==> src/rtl/ctrl_pkg.sv <==
// Shared definitions for the multi-cycle core controller.
// Optional trap state is built when CORE_CTRL_TRAP_EN is defined.
package ctrl_pkg;

  localparam logic [6:0] OP_LOAD   = 7'b0000011;
  localparam logic [6:0] OP_STORE  = 7'b0100011;
  localparam logic [6:0] OP_OP     = 7'b0110011;
  localparam logic [6:0] OP_OPIMM  = 7'b0010011;
  localparam logic [6:0] OP_LUI    = 7'b0110111;
  localparam logic [6:0] OP_AUIPC  = 7'b0010111;
  localparam logic [6:0] OP_BRANCH = 7'b1100011;
  localparam logic [6:0] OP_JAL    = 7'b1101111;
  localparam logic [6:0] OP_JALR   = 7'b1100111;

  typedef enum logic [2:0] {
    S_FETCH  = 3'd0,
    S_DECODE = 3'd1,
    S_EXEC   = 3'd2,
    S_MEM    = 3'd3,
`ifdef CORE_CTRL_TRAP_EN
    S_WB     = 3'd4,
    S_TRAP   = 3'd5
`else
    S_WB     = 3'd4
`endif
  } state_e;

  localparam logic [1:0] PC_P4   = 2'b00;
  localparam logic [1:0] PC_JALR = 2'b01;
  localparam logic [1:0] PC_ADD  = 2'b10;

  localparam logic [1:0] WB_ALU = 2'b00;
  localparam logic [1:0] WB_LD  = 2'b01;
  localparam logic [1:0] WB_PC4 = 2'b10;

  localparam logic A_RS1 = 1'b0;
  localparam logic A_PC  = 1'b1;
  localparam logic B_RS2 = 1'b0;
  localparam logic B_IMM = 1'b1;

  typedef struct packed {
    logic branch;
    logic jal;
    logic jalr;
    logic load;
    logic store;
    logic op;
    logic opimm;
    logic lui;
    logic auipc;
    logic illegal;
  } dec_t;

endpackage

==> src/rtl/ctrl_decode.sv <==
// Combinational opcode classifier for the core controller.
// One-hot class flags; anything unlisted is illegal.
module ctrl_decode
  import ctrl_pkg::*;
(
  input  logic [6:0] opcode,
  output dec_t       dec
);

  always_comb begin
    dec = '0;
    unique case (opcode)
      OP_BRANCH: dec.branch  = 1'b1;
      OP_JAL:    dec.jal     = 1'b1;
      OP_JALR:   dec.jalr    = 1'b1;
      OP_LOAD:   dec.load    = 1'b1;
      OP_STORE:  dec.store   = 1'b1;
      OP_OP:     dec.op      = 1'b1;
      OP_OPIMM:  dec.opimm   = 1'b1;
      OP_LUI:    dec.lui     = 1'b1;
      OP_AUIPC:  dec.auipc   = 1'b1;
      default:   dec.illegal = 1'b1;
    endcase
  end

endmodule

==> src/rtl/core_ctrl.sv <==
// Multi-cycle RV32I control FSM with retired-instruction counter.
// CORE_CTRL_TRAP_EN: illegal opcodes lock in TRAP until reset.
module core_ctrl
  import ctrl_pkg::*;
#(
  parameter int INSTRET_W = 32
) (
  input  logic                 clk,
  input  logic                 rst,
  input  logic [6:0]           opcode,
  input  logic                 mem_ready,
  input  logic                 br_taken,
  output logic                 ir_we,
  output logic                 pc_we,
  output logic [1:0]           pc_sel,
  output logic                 a_sel,
  output logic                 b_sel,
  output logic                 mem_req,
  output logic                 mem_we,
  output logic                 rf_we,
  output logic [1:0]           wb_sel,
  output logic [2:0]           state,
  output logic [INSTRET_W-1:0] instret,
  output logic                 illegal
);

  dec_t   dec;
  state_e cur, nxt;
  logic   retire;
  logic   ir_c, pc_c, req_c, we_c, rf_c;

  ctrl_decode u_dec (
    .opcode (opcode),
    .dec    (dec)
  );

  always_ff @(posedge clk) begin
    if (rst) begin
      cur     <= S_FETCH;
      instret <= '0;
    end else begin
      cur <= nxt;
      if (retire) instret <= instret + INSTRET_W'(1);
    end
  end

  always_comb begin
    nxt     = cur;
    retire  = 1'b0;
    ir_c    = 1'b0;
    pc_c    = 1'b0;
    req_c   = 1'b0;
    we_c    = 1'b0;
    rf_c    = 1'b0;
    pc_sel  = PC_P4;
    a_sel   = A_RS1;
    b_sel   = B_RS2;
    wb_sel  = WB_ALU;
    illegal = 1'b0;
    unique case (cur)
      S_FETCH: begin
        req_c = 1'b1;
        if (mem_ready) begin
          ir_c = 1'b1;
          nxt  = S_DECODE;
        end
      end
      S_DECODE: begin
        if (dec.illegal) begin
`ifdef CORE_CTRL_TRAP_EN
          nxt = S_TRAP;
`else
          illegal = 1'b1;
          pc_c    = 1'b1;
          nxt     = S_FETCH;
`endif
        end else begin
          nxt = S_EXEC;
        end
      end
      S_EXEC: begin
        unique case (1'b1)
          dec.branch: begin
            pc_c   = 1'b1;
            pc_sel = br_taken ? PC_ADD : PC_P4;
            retire = 1'b1;
            nxt    = S_FETCH;
          end
          dec.jal, dec.jalr: begin
            b_sel  = dec.jalr ? B_IMM : B_RS2;
            pc_sel = dec.jalr ? PC_JALR : PC_ADD;
            pc_c   = 1'b1;
            rf_c   = 1'b1;
            wb_sel = WB_PC4;
            retire = 1'b1;
            nxt    = S_FETCH;
          end
          dec.load, dec.store: begin
            b_sel = B_IMM;
            nxt   = S_MEM;
          end
          dec.op: nxt = S_WB;
          dec.opimm, dec.lui: begin
            b_sel = B_IMM;
            nxt   = S_WB;
          end
          dec.auipc: begin
            a_sel = A_PC;
            b_sel = B_IMM;
            nxt   = S_WB;
          end
          default: nxt = S_FETCH;
        endcase
      end
      S_MEM: begin
        b_sel = B_IMM;
        req_c = 1'b1;
        we_c  = dec.store;
        if (mem_ready) begin
          if (dec.store) begin
            pc_c   = 1'b1;
            retire = 1'b1;
            nxt    = S_FETCH;
          end else begin
            nxt = S_WB;
          end
        end
      end
      S_WB: begin
        rf_c   = 1'b1;
        wb_sel = dec.load ? WB_LD : WB_ALU;
        pc_c   = 1'b1;
        retire = 1'b1;
        nxt    = S_FETCH;
      end
`ifdef CORE_CTRL_TRAP_EN
      S_TRAP: illegal = 1'b1;
`endif
      default: nxt = S_FETCH;
    endcase
  end

  // a reset cycle must never launch a memory access or register update
  assign ir_we   = ir_c  & ~rst;
  assign pc_we   = pc_c  & ~rst;
  assign mem_req = req_c & ~rst;
  assign mem_we  = we_c  & ~rst;
  assign rf_we   = rf_c  & ~rst;
  assign state   = cur;

endmodule

==> config.mk <==
export PLATFORM = sky130hd
export DESIGN_NAME = core_ctrl
export DESIGN_NICKNAME = d
export VERILOG_FILES = /design/src/rtl/ctrl_pkg.sv /design/src/rtl/ctrl_decode.sv /design/src/rtl/core_ctrl.sv
export SDC_FILE = /design/constraint.sdc
export NUM_CORES = 1
export LEC_CHECK = 0
export CAP_MARGIN = 30
export CORE_ASPECT_RATIO = 1.4
export CORE_MARGIN = 2
export CORE_UTILIZATION = 53
export CTS_BUF_LIST = sky130_fd_sc_hd__clkbuf_8
export CTS_CLUSTER_SIZE = 30
export DETAILED_ROUTE_END_ITERATION = 10
export PLACE_DENSITY = 0.83
export SETUP_SLACK_MARGIN = 0.05
export SLEW_MARGIN = 10
export SYNTH_ARGS = -nofsm -noshare
export SYNTH_HDL_FRONTEND = slang
export SYNTH_HIERARCHICAL = 1
export SYNTH_SLANG_ARGS = --single-unit
==> constraint.sdc <==
create_clock -name clk -period 3.95 [get_ports clk]
set_input_delay 0.79 -clock clk [delete_from_list [all_inputs] [get_ports clk]]
set_output_delay 0.79 -clock clk [all_outputs]
set_load 0.01 [all_outputs]
==> results of run 1 <==
==> power groups by stage <==
stage	sequential (mW)	clock (mW)	combinational [mW]
after floorplan	0.366	0	0.0345
after detailed placement	0.369	0	0.0632
final	0.360	0.285	0.0651
after global placement	0.369	0	0.0617
after global routing	0.361	0.304	0.0710
after CTS	0.360	0.287	0.0639
==> cell type report <==
type,count,share of cell area (%)
Multi-Input combinational cell,231,53.09
Sequential cell,35,20.73
Timing Repair Buffer,70,19.84
Clock buffer,7,2.851
Tap cell,64,2.369
Inverter,9,0.9996
Clock inverter,1,0.1111
==> state kept, by name (all words and copies together), names as in the netlist <==
name / count
state: 3
instret: 32
==> cell families (layout without fill, tap and decap cells) <==
kind of cell	after synthesis	count (layout)	synth area share, %
mux	28	28	12.74
compound gates	47	47	18.29
simple gates	154	154	34.44
flops	35	35	26.53
xor+xnor	1	1	1.042
fa+ha+maj	1	1	0.4736
buf+inv	30	87	6.490
==> final timing paths <==
kind | end
setup / recovery | b_sel
hold / removal | instret[1]$_SDFFE_PP0P_
setup reg to reg | instret[28]$_SDFFE_PP0P_
hold reg to reg | instret[1]$_SDFFE_PP0P_
==> worst register-to-register path, stage by stage (launching register included) <==
cell	delay, ns
dfxtp_1	0.70
nand3_1	0.22
buf_4	0.20
or2_1	0.31
buf_4	0.26
a2111oi_2	0.35
mux2_1	0.35
==> metal layers <==
| layer | routed length, um | global-route usage, % |
|---|---|---|
| met1 | 2579 | 26.09 |
| met2 | 3446 | 43.25 |
| met3 | 263 | 3.599 |
| met4 | 161 | 11.26 |
| met5 | 0 | 0 |
==> per-stage QoR <==
stage                     hold WS, ns  cells  util [%]  cell area (um^2)
final                          0.5281    417     69.79              3379
after detailed placement       0.5163    408     66.90              3239
after global routing           0.5693    417     69.79              3379
after CTS                      0.5275    416     69.07              3344
after global placement         0.5053    408     66.90              3239
after floorplan                0.5197    296         -              2641
==> synth_stat cells (all sizes together) (3+ instances only) <==
library cell,n
and3b,3
clkbuf,8
or4,3
nor2b,29
dfxtp,35
and4,7
and3,4
mux2,27
nand2,16
a2111oi,13
nand3,12
a21oi,10
a21boi,3
buf,13
nand4b,3
inv,9
nor3,13
a211oi,7
nand4,9
nor2,41
o21ai,5
nor4,3
==> what timing repair did <==
item	4_1_cts	5_1_grt
resized for setup	1	8
cloned	0	0
setup buffers	0	1
pin swaps	0	1
endpoints found under the setup margin	1	3
==> flow_summary.ini, run 1 <==
[worst_setup_path]
crit_fanout = 4
worst-r2r-setup-slack_ns = 1.46
cp.depth = 8
cp_num_buf_inv = 3
crit_top_cell = clkdlybuf4s50_1
worstSetupEndpointType = primary output
arrival_ns = 3.02
path_delay_family = buffers and inverters
startpoint_type = primary input
r2r_start = state[0]$_SDFFE_PP0P_
reg2regPathDepth = 6
crit_path_start = opcode[1]
path_cells = clkdlybuf4s50_1 > nand2_1 > or4_4 > nor3_4 > buf_4 > nor2_1 > a31oi_1 > clkdlybuf4s50_1
critPathKind = primary input to primary output
slowest_delay_ns = 0.57
critPathSlowestCell = clkdlybuf4s50_1
crit_required_ns = 3.16

[yosys]
syn_avg_cell_area_um2 = 8.923
synth_top_cell_by_area = dfxtp_1
synth.distinct_cells = 56
async_flop_share_pct = 0
yosysWarnings = 6
ys_seq_elements = 35
netlist_top_cells_area = dfxtp_1 (27%), mux2_1 (9.0%), nor2b_1 (6.9%)
netlist_area_mm2 = 0.002641
synth_nets = 308
ys.flop_type = dfxtp_1
synth-seq-area-share_pct = 26.53
synthCells = 296
synth_edf_count = 0
synth_top_area_share_pct = 26.53

[pwr]
seq_power_share_pct = 50.7
switching_share_pct = 23.71
cellPowerDensity_mw_per_mm2 = 210.4
p_int_uw = 542.3
vdd_drop_max_v = 0.0001355
power_uw = 710.9
clock_power_share_pct = 40.1
leakagePower_nw = 1.214
power_frac_comb_pct = 9.2
switchingPower_uw = 168.6

[run]
drv_cap = 0

[die]
ios = 58
start_util_pct = 54.55
core_area_mm2 = 0.004842
num_rows = 30
fp.dieArea_mm2 = 0.005573
die_h_um = 87.53
die_x_um = 63.67

[timing]
rsz0062_at_grt = false
hold_viol = 0
tightest_slew_ns = 0.6066
finalWorstSetupSlack_ns = 0.1442
max_clock_freq_mhz = 262.8
skew_ns = 0.006298
timing.final.crit_period_ns = 3.806
report.final.slew_viol_count = 0
slew_headroom_pct = 59.50
fin_crit_sh_pct = 96.35
setup_viol = 0
fin_setup_tns_ns = 0

[layout]
final_cell_mix = clkdlybuf4s50_1 (53), nor2_1 (40), dfxtp_1 (35)
num-fill-cells = 386
multi_input_area_mm2 = 0.001794
insertedDiodeCount = 0
drive_above_1_share_pct = 15.86
ff_latch_area_um2 = 700.7
fin_nets = 364
final_common_cell = clkdlybuf4s50_1
syn_to_final_growth_pct = 27.95

[clock_network]
cts_buffers = 5
clock_sinks = 35
clk_latency_ns = 0.29
clk_pin_slew_ns = 0.07
cts_tree = done
clock_path_buffers = 2
root_buffer = clkbuf_8
cts_max_level = 2
hold_buffers = 0

[grt]
antenna_found_initial = 0
grt_overflow_total = 0
grt_start_max_net_pins = 61
first_global_vias = 2366
grt_pass1_wl_mm = 10.56
track_usage_pct = 23.39

[place]
io_buffers = 57
dp_hpwl_mm = 4.632
routabilityCongestion = 0.8034
dpl_worst_slack_ns = 0.06531

[min_path]
min_path_cells = 2
min_from = instret[1]$_SDFFE_PP0P_
hold_class = register to register

[routing]
routed_wirelength_mm = 6.450
routed_via_density = 5.962
ant_nets = 0
wl_per_cell_um = 15.47
firstDrtPassIters = 4
drc = 0
vias = 2486
first_iter_violations = 139

[status]
status = completed
Note: power is estimated with default switching activity, not from simulation.
==> run 2: changes to the inputs <==
Settings changed: CAP_MARGIN 30 to 20, CELL_PAD_IN_SITES_DETAIL_PLACEMENT from default to 1, CELL_PAD_IN_SITES_GLOBAL_PLACEMENT from default to 1, CORE_UTILIZATION 53 to 35, PLACE_DENSITY 0.83 to default, PLACE_DENSITY_LB_ADDON from default to 0.1, SYNTH_HIERARCHICAL 1 to default.
==> run 2 against run 1 <==
  * Die area increased by 16%
  * Setup slack improved by 0.030 ns
  * Critical path depth is 1 lower
  * Sequential cell count unchanged
  * Non-clock buffer count shrank 7
  * Clock-buffer cell count is 2 lower
  * Design area down 17%
  * Utilization shrank 19 points
  * Maximum frequency up 0.79%
  * First-iteration DRC count fell by 58%
  * Final cell count down 7.9%
  * Sequential power barely moved
  * Largest cell class unchanged
  * Largest power group unchanged
==> flow_summary.ini, run 2 <==
[layout]
final_common_cell = clkdlybuf4s50_1
fin_nets = 327
stdcell_count = 384
num-fill-cells = 702
drive_above_1_share_pct = 8.861
top_register = instret
final_cell_mix = clkdlybuf4s50_1 (57), dfxtp_1 (35), nor2_1 (28)
final_area_mm2 = 0.002805
largest_register_ffs = 32
syn_to_final_growth_pct = 37.63
insertedDiodeCount = 0

[status]
status = completed

[routing]
met3_length_um = 244
wl_met2_mm = 3.145
routed_wirelength_mm = 6.064
top_layer_used = met4
routed_via_density = 5.516
firstDrtPassIters = 4
vias = 2118
wl_met1_mm = 2.572
wl_per_cell_um = 15.79
first_iter_violations = 59
ant_nets = 0
drc = 0

[clock_network]
cts_tree = done
clock_sinks = 35
hold_buffers = 0
post_cts_buffers = 0
cts_buffers = 5
clock_path_buffers = 2
clk_latency_ns = 0.30
cts_max_level = 2
cts_resized = 0
root_buffer = clkbuf_8
clk_pin_slew_ns = 0.08

[worst_setup_path]
startpoint_type = primary input
reg2regPathDepth = 6
arrival_ns = 2.99
crit_required_ns = 3.16
crit_fanout = 9
worstSetupEndpointType = primary output
critPathKind = primary input to primary output

[min_path]
hold_class = register to register
min_path_cells = 2

[place]
placed_cell_area_mm2 = 0.002693
dp_hpwl_mm = 4.490
io_buffers = 57
dpl_worst_slack_ns = 0.1851
routabilityCongestion = 0.7138
place_inst = 376

[yosys]
synth_nets = 267
synth-seq-area-share_pct = 34.38
ys.flop_type = dfxtp_1
synth_top_cell_by_area = dfxtp_1
yosys-top-cells-count = dfxtp_1 (35), nor2_1 (28), nand2_1 (21)
netlist_top_cells_area = dfxtp_1 (34%), nor2_1 (5.2%), a21oi_1 (4.2%)
synth_edf_count = 0
synth_top_area_share_pct = 34.38
syn_avg_cell_area_um2 = 7.993
netlist_area_mm2 = 0.002038
yosysWarnings = 0
async_flop_share_pct = 0
ys_seq_elements = 35
synthCells = 255
synth.distinct_cells = 50
synth.most_common_cell = dfxtp_1

[pwr]
power_frac_comb_pct = 8.0
cellPowerDensity_mw_per_mm2 = 268.1
vdd_drop_max_v = 0.0002678
switching_share_pct = 24.17
seq_power_share_pct = 47.6
clock_power_share_pct = 44.4
switchingPower_uw = 181.8
leakagePower_nw = 0.9662
p_int_uw = 570.4

[timing]
fin_crit_sh_pct = 95.60
fin_setup_tns_ns = 0
tightest_slew_ns = 0.8601
setup_viol = 0
skew_ns = 0.007424
rsz0062_at_grt = false
max_clock_freq_mhz = 264.8
finalWorstSetupSlack_ns = 0.1740
report.final.slew_viol_count = 0
slew_headroom_pct = 42.22
hold_viol = 0
timing.final.crit_period_ns = 3.776

[die]
fp.dieArea_mm2 = 0.006458
die_h_um = 94.29
num_rows = 32
ios = 58
die_x_um = 68.50
start_util_pct = 36.62
core_area_mm2 = 0.005565

[grt]
first_global_vias = 2027
antenna_found_initial = 0
grt_overflow_total = 0
grt_start_max_net_pins = 40
grt_pass1_wl_mm = 10.07
track_usage_pct = 20.51

[run]
drv_cap = 0
## run 2: changes by cell type in the layout (fill, tap and decap cells not counted), moves of 5 or more
cell,delta
a21oi_1,+8
buf_4,-7
mux2_1,-18
mux2_4,-6
nand2_1,+5
nand2b_1,+6
nor2_1,-12
nor2b_1,-21
o21ai_0,+9
or3_1,+10
xnor2_1,+6
## run 2: metrics by stage
stage | utilization (%) | power (mW) | hold WS (ns)
after detailed placement | 48.38 | 0.4262 | 0.4951
after floorplan | - | 0.3943 | 0.5083
after global placement | 48.38 | 0.4257 | 0.4918
after global routing | 50.40 | 0.7811 | 0.5364
final | 50.40 | 0.7521 | 0.5114
after CTS | 50.40 | 0.7607 | 0.5161
## run 2: layout make-up
cell class	count	area (um^2)	share of cell area [%]
sequential	35	700.7	24.98
clock buffer	5	68.82	2.453
inverter	9	33.78	1.204
tap	68	85.08	3.033
clock inverter	3	43.79	1.561
timing repair buffer	63	615.6	21.94
multi-input combinational	201	1257	44.83
## run 2: final timing paths
check	start	to	slack, ns
setup / recovery	opcode[4]	pc_we	0.17
hold / removal	instret[10]$_SDFFE_PP0P_	instret[10]$_SDFFE_PP0P_	0.51
setup reg to reg	state[1]$_SDFFE_PP0P_	instret[20]$_SDFFE_PP0P_	1.44
hold reg to reg	instret[10]$_SDFFE_PP0P_	instret[10]$_SDFFE_PP0P_	0.51
## run 2: critical path: stages
cell	delay [ns]
clkdlybuf4s50_1	0.62
and3b_1	0.26
nand2_1	0.08
a31oi_1	0.10
or3_1	0.39
a21oi_1	0.19
clkdlybuf4s50_1	0.57
## run 2: metal layers
| layer | global-route usage, % | vias up |
|---|---|---|
| met4 | 7.000 | 0 |
| met2 | 35.26 | 44 |
| li1 | - | 1050 |
| met5 | 0 | - |
| met3 | 2.998 | 7 |
| met1 | 25.28 | 1017 |
## run 2: kinds of logic (layout without fill, tap and decap cells)
kind of cell    count (synthesis)  in the layout  share of synthesized area, %
flops                          35             35                         34.38
fa+ha+maj                       1              1                        0.6138
compound gates                 52             52                         17.92
mux                             8              8                         4.358
simple gates                  130            130                         34.50
buf+inv                        19             80                         3.928
xor+xnor                       10             10                         4.297
## run 2: power groups by stage
| stage | combinational, mW | sequential [mW] | clock, mW |
|---|---|---|---|
| floorplan | 0.0303 | 0.364 | 0 |
| global placement | 0.0594 | 0.366 | 0 |
| detailed placement | 0.0600 | 0.366 | 0 |
| CTS | 0.0604 | 0.358 | 0.343 |
| global route | 0.0660 | 0.359 | 0.357 |
| finish | 0.0602 | 0.358 | 0.334 |
==> run 3: changes to the inputs <==
Settings changed: ABC_AREA from default to 1.
==> run 3 against run 2 <==
  * Sequential power is essentially flat
  * Final cell count grew 50%
  * Sequential share of layout area fell by 3.2 points
  * Routed wire length increased by 42%
  * Design area is 15% higher
  * Combinational power is 20% lower
  * Critical path type unchanged
  * Critical path depth rose by 2
  * Utilization shrank 4.0 points
  * Setup slack gained 0.27 ns
  * Maximum frequency is 7.8% higher
  * First-iteration DRC count up 56%
  * Synthesized cell count is 67% higher
  * Critical endpoint unchanged
  * Largest power group unchanged
==> flow_summary.ini, run 3 <==
[status]
status = completed

[place]
routabilityCongestion = 0.8874
placed_cell_area_mm2 = 0.003131
io_buffers = 57
dp_hpwl_mm = 6.695

[layout]
fin_nets = 493
num-fill-cells = 997
insertedDiodeCount = 0
largest_register_ffs = 32
syn_to_final_growth_pct = 29.30
final_area_mm2 = 0.003219
top_register = instret
fin_util_pct = 46.41
drive_above_1_share_pct = 7.884
final_cell_mix = nand2_1 (146), clkdlybuf4s50_1 (57), nor2_1 (56)
final_common_cell = nand2_1

[yosys]
synth.most_common_cell = nand2_1
ys_seq_elements = 35
synth.distinct_cells = 25
synth-seq-area-share_pct = 28.14
synth_nets = 438
syn_avg_cell_area_um2 = 5.845
ys.flop_type = dfxtp_1
synth_edf_count = 0
yosysWarnings = 0
synth_top_cell_by_area = dfxtp_1
yosys-top-cells-count = nand2_1 (146), nor2_1 (56), nand3_1 (52)
netlist_top_cells_area = dfxtp_1 (28%), nand2_1 (22%), nand3_1 (10%)
async_flop_share_pct = 0
synthCells = 426
netlist_area_mm2 = 0.002490
synth_top_area_share_pct = 28.14

[worst_setup_path]
critPathSlowestCell = clkdlybuf4s50_1
crit_required_ns = 3.16
arrival_ns = 2.71
startpoint_type = primary input
crit_fanout = 5
crit_path_start = opcode[4]
r2r_start = state[1]$_SDFFE_PP0P_
slowest_delay_ns = 0.56
worstSetupEndpointType = primary output
critPathKind = primary input to primary output
path_cells = clkdlybuf4s50_1 > inv_2 > nand2_1 > nor2_2 > o211ai_1 > nor2_1 > nor2_1 > a21oi_1 > clkdlybuf4s50_1

[clock_network]
root_buffer = clkbuf_8
post_cts_buffers = 0
cts_tree = done
clock_sinks = 35
cts_resized = 0
hold_buffers = 0
clock_path_buffers = 2
clk_pin_slew_ns = 0.08
cts_max_level = 2
clk_latency_ns = 0.30
cts_buffers = 5

[die]
die_x_um = 75.29
fp.dieArea_mm2 = 0.007814
start_util_pct = 35.89
core_area_mm2 = 0.006937
num_rows = 36
die_h_um = 103.8
ios = 58

[routing]
vias = 2880
routed_via_density = 4.991
first_iter_violations = 92
wl_per_cell_um = 14.94
firstDrtPassIters = 4
routed_wirelength_mm = 8.618
ant_nets = 0
drc = 0

[timing]
fin_setup_tns_ns = 0
setup_viol = 0
rsz0062_at_grt = false
slew_headroom_pct = 59.51
tightest_slew_ns = 0.6052
skew_ns = 0.008493
hold_viol = 0
fin_crit_sh_pct = 88.69
report.final.slew_viol_count = 0
timing.final.crit_period_ns = 3.503
max_clock_freq_mhz = 285.5

[grt]
grt_pass1_wl_mm = 14.29
antenna_found_initial = 0
track_usage_pct = 23.53
grt_start_max_net_pins = 32
grt_overflow_total = 0
first_global_vias = 2960

[pwr]
leakagePower_nw = 1.105
vdd_drop_max_v = 0.0001607
cellPowerDensity_mw_per_mm2 = 207.9

[run]
drv_cap = 0

[min_path]
hold_class = register to register
min_from = instret[30]$_SDFFE_PP0P_
[run 3: cell count changes after synthesis, sizes merged, moves of 8 or more]
| cell | change |
|---|---|
| nor2 | +39 |
| nand3 | +42 |
| inv | +31 |
| o21ai | -12 |
| nand2 | +131 |
| nor2b | -8 |
| or3 | -10 |
| a21oi | +18 |
[run 3: worst max-delay path: cells and delay by family]
kind | cells | cell delay [ns]
buffers and inverters | 3 | 1.14
AND/OR/NAND/NOR | 4 | 0.46
AO/OA/AOI/OAI | 2 | 0.32
[run 3: power by group]
part | internal [mW] | total, mW | switching (mW)
Sequential | 0.353 | 0.355 | 0.00130
Clock | 0.123 | 0.267 | 0.144
Combinational | 0.0215 | 0.0479 | 0.0264
Total | 0.498 | 0.669 | 0.172
[run 3: logic make-up after synthesis]
kind of cell             share of synthesized area [%]
AO/OA/AOI/OAI                                    8.945
XOR/XNOR                                         5.276
adder cells (fa/ha/maj)                         0.5024
buffers and inverters                            9.196
flip-flops                                       28.14
AND/OR/NAND/NOR                                  47.94
[run 3: stage by stage]
step	hold WS, ns	std cells	setup WS, ns	power [mW]
4_1_cts	0.5567	577	0.4305	0.6831
5_1_grt	0.5743	577	0.2601	0.7023
3_3_place_gp	0.5114	569	0.4717	0.4105
2_1_floorplan	0.5297	426	1.578	0.3841
3_5_place_dp	0.5476	569	0.4587	0.4112
6_report	0.5509	577	0.4469	0.6693
[run 3: layout make-up]
cell class	count	area, um^2	share of cell area [%]
tap	95	118.9	3.692
multi-input combinational	338	1560	48.46
sequential	35	700.7	21.76
timing repair buffer	61	600.6	18.66
inverter	40	150.1	4.664
clock buffer	5	68.82	2.138
clock inverter	3	20.02	0.6218
[run 3: path summary, 6_finish.rpt]
check / slack, ns / cells past startpoint / to
max reg2reg: 1.95 / 7 / instret[3]$_SDFFE_PP0P_
max: 0.45 / 9 / pc_we
min reg2reg: 0.55 / 2 / instret[30]$_SDFFE_PP0P_
min: 0.55 / 2 / instret[30]$_SDFFE_PP0P_
[run 3: layer usage]
layer | vias up | part of all wire [%] | track usage (%)
li1 | 1462 | - | -
met1 | 1355 | 41 | 27.49
met2 | 47 | 54 | 41.93
met3 | 16 | 2.7 | 3.599
met4 | 0 | 2.5 | 7.769
met5 | - | 0 | 0
